**src/rtl/mips_mc_pkg.sv**
```systemverilog
// mips_mc_pkg: shared state, opcode and mux-select encodings for the multicycle MIPS controller
package mips_mc_pkg;

    localparam int ST_BITS = 5;

    typedef enum logic [ST_BITS-1:0] {
        S_FETCH     = 5'd0,
        S_FWAIT     = 5'd1,
        S_IR_LOAD   = 5'd2,
        S_DECODE    = 5'd3,
        S_R_EXEC    = 5'd4,
        S_R_WB      = 5'd5,
        S_MEM_ADDR  = 5'd6,
        S_MEM_RD    = 5'd7,
        S_MWAIT     = 5'd8,
        S_MDR_LOAD  = 5'd9,
        S_LW_WB     = 5'd10,
        S_SW_WR     = 5'd11,
        S_BRANCH    = 5'd12,
        S_JUMP      = 5'd13,
        S_ADDI_EXEC = 5'd14,
        S_ADDI_WB   = 5'd15,
        S_ILLEGAL   = 5'd16
    } state_e;

    localparam logic [5:0] OP_R    = 6'b000000;
    localparam logic [5:0] OP_LW   = 6'b100011;
    localparam logic [5:0] OP_SW   = 6'b101011;
    localparam logic [5:0] OP_BEQ  = 6'b000100;
    localparam logic [5:0] OP_J    = 6'b000010;
    localparam logic [5:0] OP_ADDI = 6'b001000;

    localparam logic [1:0] ALU_ADD   = 2'b00;
    localparam logic [1:0] ALU_SUB   = 2'b01;
    localparam logic [1:0] ALU_FUNCT = 2'b10;

    localparam logic [1:0] PC_ALU    = 2'b00;
    localparam logic [1:0] PC_ALUOUT = 2'b01;
    localparam logic [1:0] PC_JUMP   = 2'b10;

    localparam logic [1:0] FB_B     = 2'b00;
    localparam logic [1:0] FB_FOUR  = 2'b01;
    localparam logic [1:0] FB_IMM   = 2'b10;
    localparam logic [1:0] FB_IMMSH = 2'b11;

    function automatic state_e decode_op(input logic [5:0] op);
        return op == OP_R                 ? S_R_EXEC    :
               op == OP_LW || op == OP_SW ? S_MEM_ADDR  :
               op == OP_BEQ               ? S_BRANCH    :
               op == OP_J                 ? S_JUMP      :
               op == OP_ADDI              ? S_ADDI_EXEC : S_ILLEGAL;
    endfunction

endpackage

```
**src/rtl/mips_mc_control_wait.sv**
```systemverilog
// mem_wait_counter: saturating down-counter timing the memory wait states
module mem_wait_counter #(
    parameter int WAIT = 2
) (
    input  logic Clock,
    input  logic Reset,
    input  logic load,
    output logic done
);
    localparam int CW = WAIT > 0 ? $clog2(WAIT + 1) : 1;
    localparam logic [CW-1:0] LOAD_V = CW'(WAIT > 0 ? WAIT - 1 : 0);

    logic [CW-1:0] cnt_q, cnt_d;

    assign cnt_d = load ? LOAD_V : cnt_q - CW'(cnt_q != '0);
    assign done  = cnt_q == '0;

    always_ff @(posedge Clock) begin
        if (!Reset) cnt_q <= '0;
        else        cnt_q <= cnt_d;
    end
endmodule

```
**src/rtl/mips_mc_control.sv**
```systemverilog
// mips_mc_control: Moore control FSM for the multicycle MIPS datapath with configurable memory wait states
module mips_mc_control
    import mips_mc_pkg::*;
#(
    parameter int MEM_WAIT = 2,
    parameter int STATE_W  = 5
) (
    input  logic               Clock,
    input  logic               Reset,
    input  logic [5:0]         OpCode,
    input  logic [5:0]         Funct,
    input  logic               Zero,
    output logic               PCEsc,
    output logic               PCEscCond,
    output logic [1:0]         PCFonte,
    output logic               CtrMem,
    output logic               IouD,
    output logic               IREsc,
    output logic               MDRCtrl,
    output logic               RegACtrl,
    output logic               RegBCtrl,
    output logic               ULASaidaCtrl,
    output logic               ULAFonteA,
    output logic [1:0]         ULAFonteB,
    output logic [1:0]         ULAOp,
    output logic               RegDst,
    output logic               MemParaReg,
    output logic               RegWrite,
    output logic               Excecao,
    output logic [STATE_W-1:0] state
);
    state_e state_q, state_d;
    logic   wait_load, wait_done;
    logic   unused_in;

    // Funct reaches the ALU decoder directly and Zero gates the PC write outside this block
    assign unused_in = ^{Funct, Zero};

    // FETCH and MEM_RD are the sole predecessors of the two wait states
    assign wait_load = state_q == S_FETCH || state_q == S_MEM_RD;
    assign state     = STATE_W'(state_q);

    mem_wait_counter #(.WAIT(MEM_WAIT)) u_wait (
        .Clock(Clock),
        .Reset(Reset),
        .load (wait_load),
        .done (wait_done)
    );

    always_ff @(posedge Clock) begin
        if (!Reset) state_q <= S_FETCH;
        else        state_q <= state_d;
    end

    always_comb begin
        state_d      = S_FETCH;
        PCEsc        = 1'b0;
        PCEscCond    = 1'b0;
        PCFonte      = PC_ALU;
        CtrMem       = 1'b0;
        IouD         = 1'b0;
        IREsc        = 1'b0;
        MDRCtrl      = 1'b0;
        RegACtrl     = 1'b0;
        RegBCtrl     = 1'b0;
        ULASaidaCtrl = 1'b0;
        ULAFonteA    = 1'b0;
        ULAFonteB    = FB_B;
        ULAOp        = ALU_ADD;
        RegDst       = 1'b0;
        MemParaReg   = 1'b0;
        RegWrite     = 1'b0;
        Excecao      = 1'b0;
        case (state_q)
            S_FETCH:   state_d = MEM_WAIT == 0 ? S_IR_LOAD : S_FWAIT;
            S_FWAIT:   state_d = wait_done ? S_IR_LOAD : S_FWAIT;
            S_IR_LOAD: begin
                IREsc     = 1'b1;
                PCEsc     = 1'b1;
                ULAFonteB = FB_FOUR;
                state_d   = S_DECODE;
            end
            S_DECODE: begin
                RegACtrl     = 1'b1;
                RegBCtrl     = 1'b1;
                ULASaidaCtrl = 1'b1;
                ULAFonteB    = FB_IMMSH;
                state_d      = decode_op(OpCode);
            end
            S_R_EXEC: begin
                ULAFonteA    = 1'b1;
                ULAOp        = ALU_FUNCT;
                ULASaidaCtrl = 1'b1;
                state_d      = S_R_WB;
            end
            S_R_WB: begin
                RegDst   = 1'b1;
                RegWrite = 1'b1;
            end
            S_MEM_ADDR, S_ADDI_EXEC: begin
                ULAFonteA    = 1'b1;
                ULAFonteB    = FB_IMM;
                ULASaidaCtrl = 1'b1;
                state_d      = state_q == S_ADDI_EXEC ? S_ADDI_WB :
                               OpCode == OP_LW        ? S_MEM_RD  : S_SW_WR;
            end
            S_MEM_RD: begin
                IouD    = 1'b1;
                state_d = MEM_WAIT == 0 ? S_MDR_LOAD : S_MWAIT;
            end
            S_MWAIT: begin
                IouD    = 1'b1;
                state_d = wait_done ? S_MDR_LOAD : S_MWAIT;
            end
            S_MDR_LOAD: begin
                IouD    = 1'b1;
                MDRCtrl = 1'b1;
                state_d = S_LW_WB;
            end
            S_LW_WB: begin
                MemParaReg = 1'b1;
                RegWrite   = 1'b1;
            end
            S_SW_WR: begin
                IouD   = 1'b1;
                CtrMem = 1'b1;
            end
            S_BRANCH: begin
                ULAFonteA = 1'b1;
                ULAOp     = ALU_SUB;
                PCEscCond = 1'b1;
                PCFonte   = PC_ALUOUT;
            end
            S_JUMP: begin
                PCEsc   = 1'b1;
                PCFonte = PC_JUMP;
            end
            S_ADDI_WB: RegWrite = 1'b1;
            S_ILLEGAL: Excecao  = 1'b1;
            default:   state_d  = S_FETCH;
        endcase
    end
endmodule
```
**config.mk**
```make
export PLATFORM = sky130hd
export DESIGN_NAME = mips_mc_control
export DESIGN_NICKNAME = d
export VERILOG_FILES = /design/src/rtl/mips_mc_pkg.sv /design/src/rtl/mips_mc_control_wait.sv /design/src/rtl/mips_mc_control.sv
export SDC_FILE = /design/constraint.sdc
export NUM_CORES = 1
export LEC_CHECK = 0
export BUFFER_PORTS_ARGS = -buffer_cell sky130_fd_sc_hd__buf_2
export CAP_MARGIN = 10
export CORE_UTILIZATION = 42
export DETAILED_ROUTE_END_ITERATION = 16
export PLACE_DENSITY = 0.78
export SYNTH_ARGS = -nofsm -noshare
export SYNTH_HDL_FRONTEND = slang
export SYNTH_SLANG_ARGS = --single-unit
export TNS_END_PERCENT = 10
```
**constraint.sdc**
```tcl
create_clock -name Clock -period 1.5 [get_ports Clock]
set_input_delay 0 -clock Clock [delete_from_list [all_inputs] [get_ports Clock]]
set_output_delay 0 -clock Clock [all_outputs]
set_load 0.02 [all_outputs]
```
# [Word level (Yosys, flattened, before mapping)]
# Cells that the tools add are included.
[word_totals] reg_bits=7 in_bits=15 output_inout_bits=25
[op_classes] n_addsub=1 eq_ne=21 muxes=27 bitwise=1 reduce_logical=13
[ops] cell="$pmux 5 s9" n=1
[ops] cell="$eq 5x4->1 const B" n=8
[ops] cell="$mux 5" n=5
[ops] cell="$eq 5x3->1 const B" n=4
[ops] cell="$mux 1" n=15
[ops] cell="$eq 6x6->1 const B" n=2
[ops] cell="$reduce_or 4->1" n=3
[ops] cell="$eq 5x2->1 const B" n=2
[ops] cell="$mux 4" n=2
[ops] cell="$pmux 2 s2" n=2
[ops] cell="$eq 6x2->1 const B" n=1
[ops] cell="$eq 6x3->1 const B" n=1
[ops] cell="$eq 6x4->1 const B" n=1
[ops] cell="$logic_not 6->1" n=1
[ops] cell="$pmux 2 s3" n=1
[ops] cell="$reduce_or 2->1" n=3
[ops] cell="$eq 5x1->1 const B" n=1
[ops] cell="$eq 5x5->1 const B" n=1
[ops] cell="$logic_not 5->1" n=1
[ops] cell="$reduce_or 3->1" n=1
[ops] cell="$logic_not 2->1" n=1
[ops] cell="$logic_or 1x1->1" n=2
[ops] cell="$mux 2" n=1
[ops] cell="$reduce_bool 2->1" n=1
[ops] cell="other kinds (2)" n=2

# [Logic depth before layout (Yosys ltp)]
[depth] word_depth=7 mapped_depth=6 depth_no_buf=6

# [Hierarchy]
# Synthesis repeated with hierarchy kept, for this count alone.
[unflattened] hier_cells=98 hier_area_um2=675.6
[modules_own_cells] module="mips_mc_control" instances=1 cells_each=92 area_each_um2=608.1
[modules_own_cells] module="mem_wait_counter" instances=1 cells_each=6 area_each_um2=67.6

# [Worst setup path after synthesis]
# No wires, ideal clock.
[synth_timing] kind="reg2out" from="register state_q[3] (netlist: state[3])" to="output port PCFonte[0]" t_arrival_ns=1.758 slack_ns=-0.258 path_stages_with_launch=5 path_buffers=2 cell_sequence="dfxtp_1 clkbuf_1 nand3b_1 nor3_1 buf_4"
[synth_via] elab_chain_len=2 elab_cells_between_ends=3
[synth_lines] element="start: declaration" line_no="mips_mc_control.sv:32" rtl="state_e state_q, state_d;"
[synth_lines] element="start signal: assignment" line_no="mips_mc_control.sv:52" rtl="else state_q <= state_d;"
[synth_lines] element="$eq 5x4->1" line_no="mips_mc_control.sv:74" rtl="case (state_q)"
[synth_lines] element="$pmux 2 s2 (*)" line_no="mips_mc_control.sv:74"
[synth_lines] element="end: declaration" line_no="mips_mc_control.sv:15" rtl="output logic [1:0] PCFonte,"
# Every way passes the cells marked *; elsewhere a longest branch is shown, timed or not.

# [Worst setup path in the final report]
[layout_timing] from="register state_q[4] (netlist: state[4])" to="register state_q[1] (netlist: state[1])"
[layout_via] elab_chain_len=3 elab_cells_between_ends=13
[layout_lines] element="$eq 5x4->1 / $eq 5x3->1 (equally long branches)" line_no="mips_mc_control.sv:74, mips_mc_control.sv:104"
[layout_lines] element="$mux 4 / $reduce_or 2->1 (equally long branches)"
[layout_lines] element="$pmux 5 s9 (*)" line_no="mips_mc_control.sv:74"
# Marked as above.
# A chain may end at the register's enable or synchronous reset.

==> flow_summary.yaml <==
outcome:
  status: "finished, final reports clean"
global_route:
  grt_usage_pct: 22.54
  grt_pass1_wl_um: 3153
  grt_pass1_vias: 758
  grt_start_max_net_pins: 24
  antenna_found_initial: 0
  grt_overflow: 0
clock_network:
  clock-sinks: 7
  clk_pin_slew_ns: 0.05
  h-tree-depth: 1
  cts_tree: "done"
  cts_buffers: 3
  post_cts_buffers: 0
  root_buffer: "clkbuf_4"
  clk-insertion-delay-late_ns: 0.26
  cts_buffer_depth: 2
place:
  portBuffers: 32
  place_ws_ns: 0.05593
  placed_area_um2: 892.1
  post-dp-hpwl_um: 1424
  place_congestion: 0.7992
  placed_cells: 150
drt:
  vias: 870
  avgRoutedWirePerCell_um: 12.47
  drt_iter0_markers: 17
  routed_via_density: 5.649
  drc: 0
  wirelength_um: 1920
  drtAntennaViolNets: 0
  first_pass_iters: 4
layout:
  layout_commonest_cell: "buf_2"
  final_area_um2: 930.9
  layoutNonFillerInstCount: 154
  final_cell_mix: "31 x buf_2, 14 x nor2_1, 11 x buf_4"
  area_growth_pct: 38.55
  drive_above_1_share_pct: 39.86
  nFillCells: 156
  diodes: 0
  layout.nets: 154
logic_synthesis:
  yosysSeqAreaShare_pct: 20.86
  synth_flop_cell: "dfxtp_1"
  syn_nets: 116
  ys_top_cells_by_area: "dfxtp_1 21%, nor2_1 7.8%, nand2b_1 5.6%"
  synth_top_area_cell: "dfxtp_1"
  synth.distinct_cells: 37
  synth_cells: 101
  synth_area_per_cell_um2: 6.652
  synth_edf_count: 0
  synth_warnings: 0
  netlist.area_leader.share_pct: 20.86
  async_reset_ff_share_pct: 0
  ys_ff_latch: 7
  synthesis.area_um2: 671.9
sta:
  setup_violations: 0
  finalCritPeriodShare_pct: 97.36
  skew_ns: 0.002410
  rsz0062_at_grt: "yes"
  timing.final.max_slew_violations: 0
  fin_crit_ns: 1.460
  tightest_slew_ns: 0.3423
  setup_ws_ns: 0.03958
  relSlewSlack_pct: 76.97
  hold_viol: 0
  fmax_mhz: 684.7
floorplanning:
  core_mm2: 0.001506
  die_y_um: 42.00
  boundaryPins: 40
  dieArea_mm2: 0.001764
  start_util_pct: 44.60
  die_x_um: 42.00
  rows: 14
power:
  p_leak_nw: 0.4564
  vdd_drop_max_v: 0.0004591
  p_per_area_mw_per_mm2: 795.7
  power_w: 0.0007407
setup_path:
  reg2reg_depth: 6
  cpMaxStageDelayCell: "or3_4"
  worst_ep_required_time_ns: 1.69
  path_cells: "nand2b_1 > or3_4 > inv_4 > nand2_2 > a2111o_1 > a31oi_1"
  critical_path_buf_inv_count: 1
  worst-path-stages: 6
  reg2reg_slack_ns: 0.04
  crit_family: "simple AND/OR/NAND/NOR gates"
  crit_fanout: 3
  slowest_delay_ns: 0.36
  arrival_ns: 1.65
  reg2reg_from: "state[4]"
  startpoint_type: "flip-flop"
  path_class: "reg2reg"
  end_kind: "flip-flop"
  regToRegEndpoint: "state[1]"
hold_path:
  worst_hold_path.endpoint: "u_wait.cnt_q[0]"
  hp-start: "Reset"
  worstHoldPathCells: 2
  hold_class: "in2reg"
run:
  cap_violations: 0
[synthesized netlist by cell type, types with 2 or more instances]
library cell,instances
buf_4,2
o22ai_1,3
buf_2,3
o21ai_0,7
dfxtp_1,7
a21boi_0,2
and3_1,2
nor3b_1,3
nor2b_1,3
a31oi_1,3
nand3_1,2
nor2_1,14
nand2b_1,6
inv_1,2
nand2_1,8
nor4_1,2
nor3_1,6
a21oi_1,4
nand3b_1,2
clkbuf_1,3
[per-layer routing]
layer  track usage, %  wire [um]  vias up
li1                 -          -      434
met3            2.586        119        3
met2            40.63        990       41
met5                0          0        -
met1            27.42        791      392
met4            7.742         19        0
[sequential cells by signal, summed over array words and instances (netlist names)]
signal and cells:
u_wait.cnt_q 2, state 5
[how the worst max path moves through the flow]
stage                      end  startpoint  slack [ns]
finish                state[1]    state[4]        0.04
global route        PCFonte[0]    state[4]       -0.04
CTS                   state[1]    state[4]        0.04
detailed placement    state[2]    state[2]        0.06
global placement      state[1]    state[4]         0.1
floorplan             state[1]    state[1]        -0.1
[timing repair]
| action | 4_1_cts | 5_1_grt |
|---|---|---|
| hold buffers | 0 | 0 |
| endpoints found under the setup margin | 0 | 13 |
| gates resized for setup | 0 | 9 |
[metrics by stage]
step           setup TNS, ns  utilization, %  hold slack [ns]
2_1_floorplan        -0.1541               -           0.1395
3_3_place_gp               0           59.22           0.2779
3_5_place_dp               0           59.22           0.2834
4_1_cts                    0           60.96          0.02095
5_1_grt              -0.1650           61.79          0.03083
6_report                   0           61.79         0.008086
[layout make-up]
| type | instances | area (um^2) | area share (%) |
|---|---|---|---|
| repair buffers | 42 | 237.7 | 25.54 |
| well taps | 16 | 20.02 | 2.151 |
| flip-flops and latches | 7 | 142.6 | 15.32 |
| inverters | 3 | 13.76 | 1.478 |
| clock buffers | 4 | 26.28 | 2.823 |
| multi-input cells | 82 | 490.5 | 52.69 |
[where the power goes]
| part | total (W) | switching [W] | internal [W] | leakage [nW] |
|---|---|---|---|---|
| Sequential | 0.000222 | 0.0000171 | 0.000205 | 0.0579 |
| Clock | 0.000178 | 0.0000757 | 0.000102 | 0.0150 |
| Combinational | 0.000341 | 0.000211 | 0.000130 | 0.384 |
[logic make-up (layout without fill, tap and decap cells)]
logic type      count (synthesis)  count (layout)  synth area share (%)
compound gates                 24              24                 22.35
flops                           7               7                 20.86
buf+inv                        12              49                 8.378
xor+xnor                        2               2                 2.608
mux                             1               1                 1.490
simple gates                   55              55                 44.32
Power figures use the tool's default switching activity.
